[src/rtl/sky_pkg.sv]
// Shared constants for the falling-item playfield: screen geometry, colour
// encodings, slot state encodings and the item LFSR definition.
package sky_pkg;

  // Visible screen area and the default retirement line.
  localparam int SCREEN_W        = 640;
  localparam int SCREEN_H        = 480;
  localparam int DEFAULT_FLOOR_Y = 400;
  localparam int POS_W           = 10;

  // Item colours; NONE is reserved for empty slots.
  typedef enum logic [1:0] {
    COLOR_NONE = 2'b00,
    COLOR_C1   = 2'b01,
    COLOR_C2   = 2'b10,
    COLOR_C3   = 2'b11
  } color_e;

  // Per-slot state encodings.
  localparam logic [0:0] SLOT_IDLE    = 1'b0;
  localparam logic [0:0] SLOT_FALLING = 1'b1;

  // 16-bit Fibonacci LFSR, taps 16,14,13,11 (bits 15,13,12,10).
  localparam int               LFSR_W    = 16;
  localparam logic [LFSR_W-1:0] LFSR_TAPS = 16'hB400;

  // One falling-item slot.
  typedef struct packed {
    logic [0:0]       state;
    logic [POS_W-1:0] x;
    logic [POS_W-1:0] y;
    logic [2:0]       speed;
    logic [1:0]       color;
  } slot_t;

  // Next LFSR state: shift left, feedback is the XOR of the tapped bits.
  function automatic logic [LFSR_W-1:0] lfsr_next(input logic [LFSR_W-1:0] s);
    return {s[LFSR_W-2:0], ^(s & LFSR_TAPS)};
  endfunction

endpackage

[src/rtl/item_lfsr.sv]
// Free-running pseudo-random source for item spawning; steps every clock.
module item_lfsr
  import sky_pkg::*;
(
  input  logic              clk,
  input  logic              rst_n,
  input  logic [LFSR_W-1:0] seed,
  output logic [LFSR_W-1:0] rnd
);

  logic [LFSR_W-1:0] state_q;
  logic [LFSR_W-1:0] state_d;

  // Next state is a pure function of the current register.
  always_comb begin
    state_d = lfsr_next(state_q);
  end

  // Reload the seed on reset, otherwise advance unconditionally.
  always_ff @(posedge clk or negedge rst_n) begin
    if (!rst_n) begin
      state_q <= seed;
    end else begin
      state_q <= state_d;
    end
  end

  assign rnd = state_q;

endmodule

[src/rtl/falling_item_pool.sv]
// Pool of independent falling items: periodic random spawns into the lowest
// free slot, per-tick fall, floor misses and catch retirements.
module falling_item_pool
  import sky_pkg::*;
#(
  parameter int          NUM_ITEMS = 4,
  parameter int          FLOOR_Y   = DEFAULT_FLOOR_Y,
  parameter int          X_LIMIT   = 600,
  parameter int          MAX_SPEED = 4,
  parameter int          SPAWN_GAP = 50,
  parameter logic [15:0] SEED      = 16'hACE1
) (
  input  logic                    clk,
  input  logic                    rst_n,
  input  logic                    tick,
  input  logic                    pause,
  input  logic                    catch_valid,
  input  logic [2:0]              catch_idx,
  output logic [10*NUM_ITEMS-1:0] pos_x,
  output logic [10*NUM_ITEMS-1:0] pos_y,
  output logic [2*NUM_ITEMS-1:0]  color,
  output logic [NUM_ITEMS-1:0]    active,
  output logic                    caught,
  output logic                    missed,
  output logic [7:0]              miss_count
);

  localparam int               CNT_W    = (SPAWN_GAP > 1) ? $clog2(SPAWN_GAP) : 1;
  localparam logic [CNT_W-1:0] CNT_LAST = CNT_W'(SPAWN_GAP - 1);
  localparam logic [10:0]      FLOOR_W  = 11'(FLOOR_Y);
  localparam logic [10:0]      XLIM_W   = 11'(X_LIMIT);
  localparam logic [2:0]       SPD_MOD  = 3'(MAX_SPEED);

  logic [LFSR_W-1:0] rnd;

  item_lfsr u_lfsr (
    .clk   (clk),
    .rst_n (rst_n),
    .seed  (SEED),
    .rnd   (rnd)
  );

  // Motion and spawn timing only advance on an unpaused tick.
  logic step;
  assign step = tick & ~pause;

  logic [CNT_W-1:0]     spawn_cnt_q, spawn_cnt_d;
  logic                 spawn_try;
  logic [1:0]           color_rot_q, color_rot_d;
  logic                 caught_q, caught_d;
  logic                 missed_q, missed_d;
  logic [7:0]           miss_count_q, miss_count_d;

  logic [NUM_ITEMS-1:0] idle_vec;
  logic [NUM_ITEMS-1:0] catch_vec;
  logic [NUM_ITEMS-1:0] miss_vec;
  logic [NUM_ITEMS-1:0] spawn_sel;
  logic                 spawn_hit;

  logic [10:0]          raw_x;
  logic [9:0]           spawn_x;
  logic [2:0]           spawn_speed;
  logic [1:0]           spawn_color;
  logic                 use_rot;

  // Spawn interval counter: wraps at SPAWN_GAP-1 and fires one attempt.
  always_comb begin
    spawn_cnt_d = spawn_cnt_q;
    spawn_try   = 1'b0;
    if (step) begin
      if (spawn_cnt_q == CNT_LAST) begin
        spawn_cnt_d = '0;
        spawn_try   = 1'b1;
      end else begin
        spawn_cnt_d = spawn_cnt_q + CNT_W'(1);
      end
    end
  end

  // Derive spawn attributes from the current LFSR word; x needs at most one
  // subtraction because X_LIMIT is at least half the 10-bit range.
  always_comb begin
    raw_x       = {1'b0, rnd[9:0]};
    spawn_x     = (raw_x >= XLIM_W) ? 10'(raw_x - XLIM_W) : rnd[9:0];
    spawn_speed = (rnd[12:10] % SPD_MOD) + 3'd1;
    use_rot     = (rnd[15:14] == COLOR_NONE);
    spawn_color = use_rot ? color_rot_q : rnd[15:14];
  end

  // Only slots idle before this edge are candidates, so slots freed by a catch
  // or a miss on the same edge wait for the next attempt; lowest index wins.
  always_comb begin
    spawn_sel = spawn_try ? (idle_vec & (~idle_vec + NUM_ITEMS'(1))) : '0;
    spawn_hit = |spawn_sel;
  end

  // Event pulses, saturating miss counter and the fallback colour rotation.
  always_comb begin
    caught_d     = |catch_vec;
    missed_d     = |miss_vec;
    miss_count_d = miss_count_q;
    if (missed_d && (miss_count_q != 8'hFF)) begin
      miss_count_d = miss_count_q + 8'd1;
    end
    color_rot_d = color_rot_q;
    if (spawn_hit && use_rot) begin
      color_rot_d = (color_rot_q == 2'b11) ? 2'b01 : color_rot_q + 2'b01;
    end
  end

  // Shared pool registers.
  always_ff @(posedge clk or negedge rst_n) begin
    if (!rst_n) begin
      spawn_cnt_q  <= '0;
      color_rot_q  <= 2'b01;
      caught_q     <= 1'b0;
      missed_q     <= 1'b0;
      miss_count_q <= 8'd0;
    end else begin
      spawn_cnt_q  <= spawn_cnt_d;
      color_rot_q  <= color_rot_d;
      caught_q     <= caught_d;
      missed_q     <= missed_d;
      miss_count_q <= miss_count_d;
    end
  end

  assign caught     = caught_q;
  assign missed     = missed_q;
  assign miss_count = miss_count_q;

  for (genvar gi = 0; gi < NUM_ITEMS; gi++) begin : g_slot
    slot_t       slot_q, slot_d;
    logic [10:0] sum;
    logic        is_falling;
    logic        hit;
    logic        floor_hit;

    assign is_falling = (slot_q.state == SLOT_FALLING);
    assign sum        = {1'b0, slot_q.y} + {8'd0, slot_q.speed};
    assign hit        = catch_valid && (catch_idx == 3'(gi)) && is_falling;
    // A catch on the same edge takes precedence over reaching the floor.
    assign floor_hit  = step && is_falling && !hit && (sum >= FLOOR_W);

    // Slot transition: retire on catch/floor, fall on step, load on spawn.
    always_comb begin
      slot_d = slot_q;
      if (hit || floor_hit) begin
        slot_d       = '0;
        slot_d.state = SLOT_IDLE;
      end else if (is_falling) begin
        if (step) begin
          slot_d.y = sum[9:0];
        end
      end else if (spawn_sel[gi]) begin
        slot_d.state = SLOT_FALLING;
        slot_d.x     = spawn_x;
        slot_d.y     = '0;
        slot_d.speed = spawn_speed;
        slot_d.color = spawn_color;
      end
    end

    // Slot register; an empty slot reads back as all zeros.
    always_ff @(posedge clk or negedge rst_n) begin
      if (!rst_n) begin
        slot_q <= '0;
      end else begin
        slot_q <= slot_d;
      end
    end

    assign idle_vec[gi]          = ~is_falling;
    assign catch_vec[gi]         = hit;
    assign miss_vec[gi]          = floor_hit;
    assign active[gi]            = is_falling;
    assign pos_x[10*gi +: 10]    = slot_q.x;
    assign pos_y[10*gi +: 10]    = slot_q.y;
    assign color[2*gi +: 2]      = slot_q.color;
  end

endmodule

[config.mk]
export PLATFORM = sky130hd
export DESIGN_NAME = falling_item_pool
export DESIGN_NICKNAME = d
export VERILOG_FILES = /design/src/rtl/sky_pkg.sv /design/src/rtl/item_lfsr.sv /design/src/rtl/falling_item_pool.sv
export SDC_FILE = /design/constraint.sdc
export NUM_CORES = 1
export LEC_CHECK = 0
export BUFFER_PORTS_ARGS = -buffer_cell sky130_fd_sc_hd__clkbuf_2
export CORE_ASPECT_RATIO = 1.25
export CORE_UTILIZATION = 52
export CTS_BUF_LIST = sky130_fd_sc_hd__clkbuf_16
export CTS_CLUSTER_DIAMETER = 120
export DETAILED_ROUTE_END_ITERATION = 12
export GPL_TIMING_DRIVEN = 0
export PLACE_DENSITY = 0.75
export SLEW_MARGIN = 0
export SYNTH_ARGS = -nofsm -noshare
export SYNTH_HDL_FRONTEND = slang
export SYNTH_SLANG_ARGS = --single-unit
[constraint.sdc]
create_clock -name clk -period 2.65 [get_ports clk]
set_input_delay 0.265 -clock clk [delete_from_list [all_inputs] [get_ports clk]]
set_output_delay 0.265 -clock clk [all_outputs]
set_load 0.01 [all_outputs]
======== Word-level counts from Yosys, hierarchy flattened ========
Index checks and enable logic that the tools add are counted.
W data, S select, Z words.
cells by class
  reductions and logical operators ........ 52
  mux-type cells .......................... 31
  $add $sub $neg .......................... 10
  bitwise gates (word level) .............. 8
  eq/ne operators ......................... 14
  magnitude comparators ................... 5
operator list
  cell                      number
  $mux W26                  8
  $mux W10                  9
  $add A10 B3 Y11           4
  $ge A11 B9 Y1 const B     4
  $mux W11                  4
  $logic_and A1 B1 Y1       22
  $mux W5                   4
  $reduce_and A2 Y1         8
  $reduce_xor A16 Y1        1
  $ne A3 B2 Y1 const B      4
  $reduce_bool A3 Y1        4
  $reduce_or A4 Y1          3
  $ge A10 B10 Y1 const B    1
  $sub A10 B10 Y10 const B  1
  $add A8 B1 Y8 const B     1
  $ne A2 B1 Y1 const B      4
  $ne A8 B8 Y1 const B      1
  $reduce_bool A2 Y1        4
  $add A6 B1 Y6 const B     1
  $eq A3 B2 Y1 const B      2
  $eq A6 B6 Y1 const B      1
  $mux W6                   1
  $not A1 Y1                5
  $add A4 B1 Y4 const B     1
  other kinds (14)          22
word-level totals
  logic and storage cells ................. 146
  input port bits ......................... 8
  output and inout port bits .............. 102
  register bits after elaboration ......... 138

======== Depth between registers and ports, before layout ========
Gate-level depths: netlist of run 1.
  word-level depth ........................ 9
  mapped depth ............................ 13
  mapped depth without buffers ............ 11

======== Worst setup path before layout of run 1 ========
No wires, ideal clock.
  path type ............................... register -> register
  from .................................... register g_slot[3].slot_q, in the netlist pos_y[30]
  to ...................................... register miss_count_q[1] (netlist: miss_count[1])
  data required time ...................... 2522 ps
  data arrival time ....................... 2635 ps
  path slack .............................. -112 ps
  setup time .............................. 128 ps
  cell stages (with the launch flop) ...... 11
  path buffers ............................ 0
  cell sequence ........................... dfrtp_1 ha_1 inv_1 fa_1 and2b_1 o2111ai_2 a211oi_1 nand2_1 o31a_1 a41oi_4 mux2_1
between the ends
  longest elaborated chain between the ends .. 5
ends and longest elaborated chain
  element                 RTL line                  text
  from (decl)             falling_item_pool.sv:133  slot_t slot_q, slot_d;
  from (signal assigned)  falling_item_pool.sv:169  slot_q <= slot_d;
  $add A10 B3 Y11         falling_item_pool.sv:140  assign sum = {1'b0, slot_q.y} + {8'd0, slot_q.speed};
  $ge A11 B9 Y1           falling_item_pool.sv:143  assign floor_hit = step && is_falling && !hit && (sum >= FLOOR_W);
  $logic_and A1 B1 Y1     falling_item_pool.sv:143
  $reduce_or A4 Y1        falling_item_pool.sv:100  missed_d = |miss_vec;
  $logic_and A1 B1 Y1     falling_item_pool.sv:102  if (missed_d && (miss_count_q != 8'hFF)) begin
  to (signal assigned)    falling_item_pool.sv:124  miss_count_q <= miss_count_d;
  to (decl)               falling_item_pool.sv:52   logic [7:0] miss_count_q, miss_count_d;
Every way passes these cells.
A chain may end at the register's enable or synchronous reset.

======== Final worst setup path of run 1 ========
Same ends and word-level chain as after synthesis.

==> results of run 1 <==
-- cells by family after synthesis --
logic type	after synthesis	share of synthesized area
compound gates	192	0.167
buf+inv	162	0.128
fa+ha+maj	22	0.0402
simple gates	275	0.173
flops	138	0.456
xor+xnor	22	0.0254
mux	8	0.0110
-- state kept, by name, indices dropped and copies added (netlist names) --
register           cells
pos_x                 40
color_rot_q            2
missed                 1
color                  8
g_slot.is_falling      4
miss_count             8
u_lfsr.rnd            16
pos_y                 40
g_slot.slot_q         12
spawn_cnt_q            6
caught                 1
-- cells in the final DEF (no fill, tap or decap), types with 16 or more instances in the layout --
cell and count:
dfrtp_1 129, buf_4 118, clkbuf_2 109, nand2_1 98, nor2_1 64, a21oi_1 56, inv_1 34, o21ai_0 31
a211oi_1 27, clkbuf_16 17, clkbuf_1 16
-- timing repair --
action / 4_1_cts / 5_1_grt
resized for setup: 34 / 49
endpoints found under the setup margin: 88 / 85
buffers inserted: 12 / 13
gates cloned: 0 / 1
hold endpoints to repair: 29 / 0
hold buffers: 1 / 0
pin swaps: 16 / 20
-- per-layer routing --
layer,vias up,wire length (um)
met3,29,840
li1,3081,-
met5,-,0
met4,0,376
met1,3240,7860
met2,218,9630
-- critical path: cells and delay by family, from the launching register on --
family,cells,cell delay [ns]
and+or+nand+nor,2,0.38
buffers and inverters,1,0.04
adders and majority gates,2,0.53
muxes,1,0.33
DFF,1,0.37
AOI/OAI and AO/OA,4,1.02
-- worst paths after layout --
path                       cells past startpoint  slack, ns                         end                    start
max                                           10      -0.13   miss_count[1]$_DFFE_PN0P_    pos_y[30]$_DFFE_PN0P_
min                                            2       0.29       pos_y[11]$_DFFE_PN0P_                    rst_n
max reg2reg                                   10      -0.13   miss_count[1]$_DFFE_PN0P_    pos_y[30]$_DFFE_PN0P_
min reg2reg                                    0       0.39     u_lfsr.rnd[6]$_DFF_PN1_  u_lfsr.rnd[5]$_DFF_PN1_
max in group asynchronous                      3       1.56  color_rot_q[0]$_DFFE_PN1P_                    rst_n
min in group clk                               4       0.37            caught$_DFF_PN0_              catch_valid
-- cell usage after synthesis, types with 4 or more instances --
master     count
nand2_1      101
nor2_1        65
or3_1          9
o2111ai_1      4
and2_1         7
ha_1          18
clkbuf_1      19
mux2i_1        5
nand2b_1       7
buf_2         10
dfrtp_1      129
xnor2_1       14
a31oi_1        5
xor2_1         8
dfstp_2        9
nor3_1        12
fa_1           4
or2_2          5
o31ai_1       11
and3_1        13
buf_4         93
a21oi_1       60
inv_1         36
o21ai_0       41
a211oi_1      32
nor2b_1        8
a21o_1         6
buf_1          4
nand3_1       16
nand4_1       13
-- power by group --
group / total [mW] / internal, mW / switching, mW / leakage, nW
Clock: 2.37 / 1.33 / 1.04 / 0.283
Combinational: 0.237 / 0.0869 / 0.150 / 2.42
Sequential: 2.21 / 2.15 / 0.0612 / 1.87
Total: 4.82 / 3.57 / 1.25 / 4.58
-- through the flow --
stage	instance area, um^2	setup TNS, ns	hold slack, ns
2_1_floorplan	7610	0	-0.0306
3_3_place_gp	8380	-139.64	0.378
3_5_place_dp	8410	-16.34	0.176
4_1_cts	9220	-0.561	0.298
5_1_grt	9500	-4.23	0.332
6_report	9500	-0.711	0.286
-- cell type report --
cell class | count | area (um^2)
fill | 1152 | 4850
buffer | 123 | 850
clock inverter | 15 | 156
clock buffer | 17 | 425
tap | 178 | 223
inverter | 36 | 135
multi-input combinational | 520 | 3450
timing repair buffer | 136 | 791
sequential | 138 | 3460
==> run_results.csv, run 1 <==
group,metric,value,unit
placement,dpl.cell_count,1107,
timing,hold_viol,0,
layout,antenna_cells,0,
clock_tree,clk_latency,0.42,ns
synth,syn_inst,819,
power,power_density,507,nW/um^2
grt,use_met1,0.317,
synth,yosys.cell_types.count,65,
placement,dp_hpwl,12.5,mm
grt,grtUsageMet3,0.0462,
floorplan,fp.dieH,137,um
placement,pre_cts_ws,-0.387,ns
critical_path,worstPathCellList,"ha_2 > inv_2 > fa_2 > and2b_2 > o2111ai_4 > a211oi_2 > nand2_2 > o31a_1 > a41oi_4 > mux2_4",
critical_path,startpoint_type,"flop",
timing,fin_crit,2.78,ns
synth,ys_ff_latch,138,
timing,max_slew_margin,0.613,
grt,grt_max_degree,110,
routing,first_iter_violations,463,
grt,grt-busiest-layer,"met2",
clock_tree,root_buffer,"clkbuf_16",
floorplan,core_area,14300,um^2
clock_tree,numCtsBuffers,17,
clock_tree,cts_num_sinks,138,
routing,via_per_inst,5.65,
floorplan,ioPinCount,110,
floorplan,chipWidth,110,um
layout,area_delta_synth_final,25.0,%
layout,drive_gt1_frac,0.356,
routing,drtPass1Iterations,7,
grt,grt_pass1_wl,28.6,mm
synth,async_flop_share,1.00,
clock_tree,cts_buffer_depth,2,
hold_path,worst_hold_path_type,"primary input to asynchronous set/reset pin",
routing,via_count,6568,
grt,track_usage,0.248,
synth,synth_ff_type,"dfrtp_1",
job,cap_violations,0,
critical_path,critical-path-slowest-cell,"dfrtp_1",
critical_path,crit_type,"flop to flop",
timing,finalClockSkew,0.0124,ns
layout,instances_no_fill,1163,
timing,max_freq,0.359,GHz
timing,worstMarginPinSlew,0.581,ns
routing,drc_errors,0,
grt,antenna_found_initial,0,
timing,maxSlewViolCount,0,
critical_path,cp_slowest_stage_delay,0.37,ns
power,p_leak,4.58,nW
grt,grt_pass1_vias,5825,
power,power.total,4.82,mW
floorplan,rows,49,
synth,synth_top_area_share,0.425,
routing,wl_per_cell,16.1,um
synth,synth_nets,849,
grt,use_met2,0.419,
layout,fin_util,0.662,
critical_path,endpoint_kind,"flop",
critical_path,required,2.95,ns
floorplan,die_area,15100,um^2
synth,synth_area,7600,um^2
placement,gp_congestion,0.886,
floorplan,initial_core_util,0.530,
routing,ant_nets,0,
status,violations,"negative setup slack",
routing,wl,18.7,mm
synth,synth_edf_count,0,
status,status,"finished, violations left",
timing,post-route-worst-setup-slack,-0.133,ns
critical_path,arrival,3.09,ns
synth,syn_avg_cell_area,9.28,um^2
synth,netlist_top_cells_area,"dfrtp_1, buf_4, nand2_1, a21oi_1, nor2_1",
timing,rsz0062_at_grt,"true",
synth,synth.largest_area_cell,"dfrtp_1",
synth,synth.yosys.seq_area_share,0.456,
clock_tree,cts_max_level,4,
synth,yosysWarningCount,0,
clock_tree,cts_tree,"done",
power,ir_worst_vdd,0.416,mV
critical_path,path_max_fanout,7,
timing,setup_viol,11,
grt,grt_overflow_total,0,
layout,nNetsFinal,1002,
timing,finalCritPeriodShare,1.05,
clock_tree,cts.reportedPaths.clkPinSlew,0.07,ns
placement,port_buffers,109,
Note: power is estimated with default switching activity, not from simulation.
==> run 2, diff against run 1 <==
- GPL_TIMING_DRIVEN: 0 -> 1
==> run 2 against run 1 <==
Net effect:
- the flow still finishes with violations (negative setup slack)
- combinational power is 3% lower
- sequential cell count is the same
- clock power is 3% lower
- total power is 1.6% lower
- count of clock-buffer cells in the layout did not move
- die area did not move
==> run_results.csv, run 2 (synthesis gave the netlist of run 1 again) <==
group,metric,value,unit
status,status,"finished, violations left",
status,violations,"negative setup slack",
layout,instances_no_fill,1084,
timing,finalCritPeriodShare,1.05,
grt,track_usage,0.242,
grt,grt_pass1_wl,27.9,mm
critical_path,endpoint_kind,"flop",
grt,grt_pass1_vias,5700,
clock_tree,cts_max_level,4,
placement,dpl.cell_count,1037,
critical_path,worstPathCellList,"ha_2 > inv_2 > fa_2 > and2b_2 > o2111ai_4 > a211oi_2 > nand2_2 > o31a_1 > a41oi_4 > mux2_4",
floorplan,ioPinCount,110,
critical_path,timing.rr.end,"miss_count[1]$_DFFE_PN0P_",
power,power.total,4.74,mW
critical_path,cp_slowest_stage_delay,0.36,ns
critical_path,reg2reg_depth,10,
hold_path,holdCritStartpoint,"tick",
placement,gp_congestion,0.894,
routing,first_iter_violations,458,
routing,wl_per_cell,17.2,um
routing,ant_nets,0,
routing,drc_errors,0,
timing,maxSlewViolCount,0,
placement,dpl_cell_area,8050,um^2
routing,wl,18.6,mm
placement,dp_hpwl,12.2,mm
critical_path,path_max_fanout,7,
timing,fin_crit,2.79,ns
floorplan,initial_core_util,0.530,
power,ir_worst_vdd,0.363,mV
critical_path,critical-path-slowest-cell,"dfrtp_1",
timing,post-route-worst-setup-slack,-0.136,ns
placement,pre_cts_ws,-0.147,ns
routing,drtPass1Iterations,5,
timing,max_slew_margin,0.407,
timing,max_freq,0.359,GHz
timing,hold_viol,0,
floorplan,core_area,14300,um^2
critical_path,critPathTopFamily,"compound AO/OA/AOI/OAI gates",
layout,area_delta_synth_final,20.1,%
critical_path,arrival,3.10,ns
grt,grt_overflow_total,0,
layout,post-route-cell-area,9130,um^2
power,power_density,519,nW/um^2
power,p_leak,4.23,nW
layout,layout_commonest_cell,"dfrtp_1",
clock_tree,numCtsBuffers,17,
grt,antenna_found_initial,0,
grt,grt_max_degree,61,
hold_path,worst_hold_path_type,"primary input to flop",
critical_path,required,2.96,ns
clock_tree,clk_latency,0.42,ns
floorplan,chipWidth,110,um
routing,via_count,6211,
hold_path,hold_path_depth,3,
clock_tree,cts_buffer_depth,2,
layout,antenna_cells,0,
critical_path,crit_type,"flop to flop",
clock_tree,root_buffer,"clkbuf_16",
clock_tree,cts.reportedPaths.clkPinSlew,0.06,ns
floorplan,rows,49,
timing,finalClockSkew,0.00759,ns
critical_path,r2r-start,"pos_y[30]$_DFFE_PN0P_",
hold_path,whs_endpoint,"spawn_cnt_q[1]$_DFFE_PN0P_",
placement,port_buffers,109,
floorplan,die_area,15100,um^2
routing,via_per_inst,5.73,
critical_path,regToRegSetupSlack,-0.14,ns
timing,setup_viol,20,
clock_tree,cts_num_sinks,138,
job,cap_violations,0,
timing,worstMarginPinSlew,0.886,ns
layout,layout_common_cells,"dfrtp_1, clkbuf_2, nand2_1",
layout,drive_gt1_frac,0.339,
layout,nNetsFinal,923,
critical_path,critPathBufInv,1,
timing,rsz0062_at_grt,"true",
critical_path,startpoint_type,"flop",
floorplan,fp.dieH,137,um
clock_tree,cts_tree,"done",
run 2: cell types whose count changed in the layout (fill, tap and decap cells not counted), sizes merged:
cell	delta
a211o	+1
buf	-61
clkbuf	-18
clkinv	+4
inv	-4
nand4	-1
run 2: how the worst max path moves through the flow:
stage | from | slack (ns) | end | cells after the start
after floorplan | pos_y[30]$_DFFE_PN0P_ | 0.04 | miss_count[1]$_DFFE_PN0P_ | 10
after global placement | g_slot[3].slot_q[2]$_DFFE_PN0P_ | -0.05 | miss_count[1]$_DFFE_PN0P_ | 10
after detailed placement | g_slot[0].slot_q[2]$_DFFE_PN0P_ | -0.15 | miss_count[1]$_DFFE_PN0P_ | 10
after CTS | pos_y[30]$_DFFE_PN0P_ | -0.06 | miss_count[1]$_DFFE_PN0P_ | 10
after global routing | pos_y[30]$_DFFE_PN0P_ | -0.30 | miss_count[7]$_DFFE_PN0P_ | 11
final | pos_y[30]$_DFFE_PN0P_ | -0.14 | miss_count[1]$_DFFE_PN0P_ | 10
run 2: what timing repair did:
item,4_1_cts,5_1_grt
buffers inserted,5,6
hold buffers,1,0
endpoints found under the hold margin,50,0
setup endpoints to repair,19,75
resized for setup,7,94
pin swaps,12,27
cloned,0,3
run 2: layout make-up:
cell class	count	area (um^2)
clock inverter	15	139
fill	1178	5220
tap	178	223
inverter	36	135
sequential	138	3460
clock buffer	17	425
multi-input combinational	520	3550
timing repair buffer	180	1190
run 2: through the flow:
step | hold WS [ns] | util | setup TNS (ns)
6_report | 0.369 | 0.636 | -1.19
5_1_grt | 0.386 | 0.636 | -6.68
4_1_cts | 0.346 | 0.606 | -0.319
3_5_place_dp | 0.279 | 0.561 | -1.33
3_3_place_gp | 0.274 | 0.561 | -0.226
2_1_floorplan | -0.0306 | - | 0
run 2: worst reg2reg max path: stages (launching register included):
cell and delay (ns):
dfrtp_1 0.36, ha_2 0.19, inv_2 0.04, fa_2 0.33, and2b_2 0.27, o2111ai_4 0.15, a211oi_2 0.24, nand2_2 0.11
o31a_1 0.31, a41oi_4 0.35, mux2_4 0.33
run 2: where the power goes:
part / switching (mW) / internal [mW]
combinational: 0.147 / 0.0825
clock: 0.997 / 1.31
sequential: 0.0592 / 2.15
run 2: per-layer routing:
| layer | wire length, um | up-vias | share of wire | global-route usage |
|---|---|---|---|---|
| met5 | 0 | - | 0 | 0 |
| met4 | 264 | 0 | 0.014 | 0.0775 |
| met3 | 876 | 24 | 0.047 | 0.0505 |
| met2 | 9690 | 176 | 0.52 | 0.409 |
| met1 | 7810 | 3107 | 0.42 | 0.310 |
| li1 | - | 2904 | - | - |
==> run 3, diff against run 2 <==
- CELL_PAD_IN_SITES_DETAIL_PLACEMENT: not set -> 2
- CELL_PAD_IN_SITES_GLOBAL_PLACEMENT: not set -> 2
- CORE_UTILIZATION: 52 -> 32
- SKIP_LAST_GASP: not set -> 1
==> run 3 against run 2 <==
Net effect:
- the run still ends with negative setup slack left
- fmax is 5.4% lower
- cell count grew 14%
- first-iteration DRC count fell by 53%
- critical endpoint is now miss_count[4]$_DFFE_PN0P_
- non-clock buffer count rose by 44
- largest power group is now registers
- routed wire length up 43%
- global-route usage decreased by 4.0 points
- clock power down 4%
- total power shrank 1.6%
==> run_results.csv, run 3 (synthesis gave the netlist of run 1 again) <==
group,metric,value,unit
status,status,"finished, violations left",
status,violations,"negative setup slack",
grt,grt_overflow_total,0,
clock_tree,cts.reportedPaths.clkPinSlew,0.06,ns
power,ir_worst_vdd,0.445,mV
clock_tree,cts_max_level,4,
routing,first_iter_violations,214,
floorplan,fp.dieH,174,um
grt,track_usage,0.202,
layout,layout_common_cells,"dfrtp_1, clkbuf_2, nand2_1",
clock_tree,cts_tree,"done",
timing,fin_crit,2.95,ns
placement,pre_cts_ws,-0.246,ns
floorplan,ioPinCount,110,
placement,port_buffers,109,
critical_path,regToRegSetupSlack,-0.30,ns
timing,max_freq,0.340,GHz
grt,grt_pass1_wl,38.7,mm
power,internal_power,3.43,mW
routing,via_per_inst,5.27,
grt,use_met2,0.375,
routing,ant_nets,0,
critical_path,startpoint_type,"flop",
timing,hold_viol,0,
timing,rsz0062_at_grt,"true",
timing,max_slew_margin,0.551,
layout,multi_input_area,3630,um^2
critical_path,crit_type,"flop to flop",
placement,gp_congestion,0.786,
critical_path,required,2.98,ns
grt,grt_max_degree,94,
floorplan,initial_core_util,0.329,
grt,grt-busiest-layer,"met2",
hold_path,worst_hold_path_type,"primary input to flop",
power,p_sw,1.24,mW
power,power_density,483,nW/um^2
timing,finalCritPeriodShare,1.11,
layout,drive_gt1_frac,0.385,
clock_tree,root_buffer,"clkbuf_16",
grt,grtUsageMet3,0.0377,
layout,nNetsFinal,966,
power,p_sw_frac,0.265,
routing,drc_errors,0,
routing,wl_per_cell,21.6,um
floorplan,chipWidth,140,um
layout,register_area,3460,um^2
clock_tree,clk_latency,0.43,ns
timing,setup_viol,55,
layout,instances_no_fill,1237,
layout,layout_commonest_cell,"dfrtp_1",
grt,use_met1,0.234,
routing,via_count,6516,
placement,dpl.cell_count,1169,
timing,finalClockSkew,0.00779,ns
power,pwr-share-comb,0.056,
clock_tree,cts_num_sinks,138,
layout,fillCellCount,2487,
routing,wl,26.7,mm
routing,drtPass1Iterations,4,
critical_path,arrival,3.28,ns
floorplan,rows,62,
critical_path,endpoint_kind,"flop",
power,clockPowerShare,0.470,
timing,post-route-worst-setup-slack,-0.295,ns
power,p_leak,4.45,nW
layout,area_delta_synth_final,27.2,%
timing,maxSlewViolCount,0,
power,pwr-share-seq,0.474,
clock_tree,cts_buffer_depth,2,
floorplan,core_area,23100,um^2
grt,antenna_found_initial,0,
timing,tns,-5.69,ns
grt,grt_pass1_vias,7089,
floorplan,die_area,24400,um^2
job,cap_violations,0,
critical_path,path_max_fanout,7,
timing,hold_ws,0.371,ns
timing,worstMarginPinSlew,0.668,ns
layout,antenna_cells,0,
placement,dp_hpwl,16.6,mm
clock_tree,numCtsBuffers,17,
[run 3: cell count changes in the layout (fill, tap and decap cells not counted), moves of 4 or more]
cell	before	now
a211oi_1	21	17
a211oi_2	11	16
a21oi_1	46	41
buf_4	60	98
buf_6	4	9
o21ai_0	27	22
o21ai_1	9	13
[run 3: final cells by class]
type                            instances  share of cell area
Clock buffer                           17              0.0440
Clock inverter                         15              0.0105
Inverter                               36              0.0140
Timing Repair Buffer                  224               0.161
Sequential cell                       138               0.358
Multi-Input combinational cell        519               0.375
Tap cell                              288              0.0373
[run 3: worst paths after layout]
| kind | end | startpoint | cells after the start |
|---|---|---|---|
| worst max-delay path | miss_count[4]$_DFFE_PN0P_ | g_slot[3].slot_q[4]$_DFFE_PN0P_ | 10 |
| worst min-delay path | spawn_cnt_q[1]$_DFFE_PN0P_ | tick | 3 |
| worst max register to register | miss_count[4]$_DFFE_PN0P_ | g_slot[3].slot_q[4]$_DFFE_PN0P_ | 10 |
| worst min register to register | u_lfsr.rnd[7]$_DFF_PN1_ | u_lfsr.rnd[6]$_DFF_PN1_ | 0 |
| max in group asynchronous | g_slot[0].slot_q[4]$_DFFE_PN0P_ | rst_n | 3 |
| min in group asynchronous | pos_y[35]$_DFFE_PN0P_ | rst_n | 3 |
[run 3: per-layer routing]
metal	share of wire	routed length, um	up-vias
met3	0.026	690	27
met4	0.013	360	0
met5	0	0	-
met2	0.55	14800	107
met1	0.41	10800	3393
li1	-	-	2989
[run 3: metrics by stage]
step / instance area (um^2) / total power [mW] / util
after floorplan: 7610 / 2.35 / -
after global placement: 8340 / 2.47 / 0.361
after detailed placement: 8340 / 2.48 / 0.361
after CTS: 9060 / 4.68 / 0.392
after global routing: 9670 / 4.82 / 0.418
final: 9670 / 4.67 / 0.418
[run 3: worst max-delay path, cell delays in order, from the launching register on]
cell	delay (ns)
dfrtp_1	0.44
ha_4	0.33
o211ai_1	0.15
nor3_2	0.34
buf_4	0.18
xor2_1	0.16
inv_1	0.10
o31a_1	0.39
a41oi_4	0.37
nand4_1	0.18
xnor2_1	0.21
[run 3: repair_timing]
action                     in CTS  in global routing
cloned                          0                  3
setup endpoints to repair      64                 97
setup buffers                  11                 23
pin swaps                      11                 32
hold buffers                    1                  0
hold endpoints to repair      129                  0
gates resized for setup        28                 99
[run 3: power by group through the flow]
| stage | Clock (mW) | Combinational [mW] | Sequential (mW) |
|---|---|---|---|
| final | 2.20 | 0.261 | 2.21 |
| after detailed placement | 0 | 0.237 | 2.24 |
| after global routing | 2.31 | 0.292 | 2.22 |
| after global placement | 0 | 0.232 | 2.24 |
| after CTS | 2.23 | 0.243 | 2.21 |
| after floorplan | 0 | 0.123 | 2.23 |
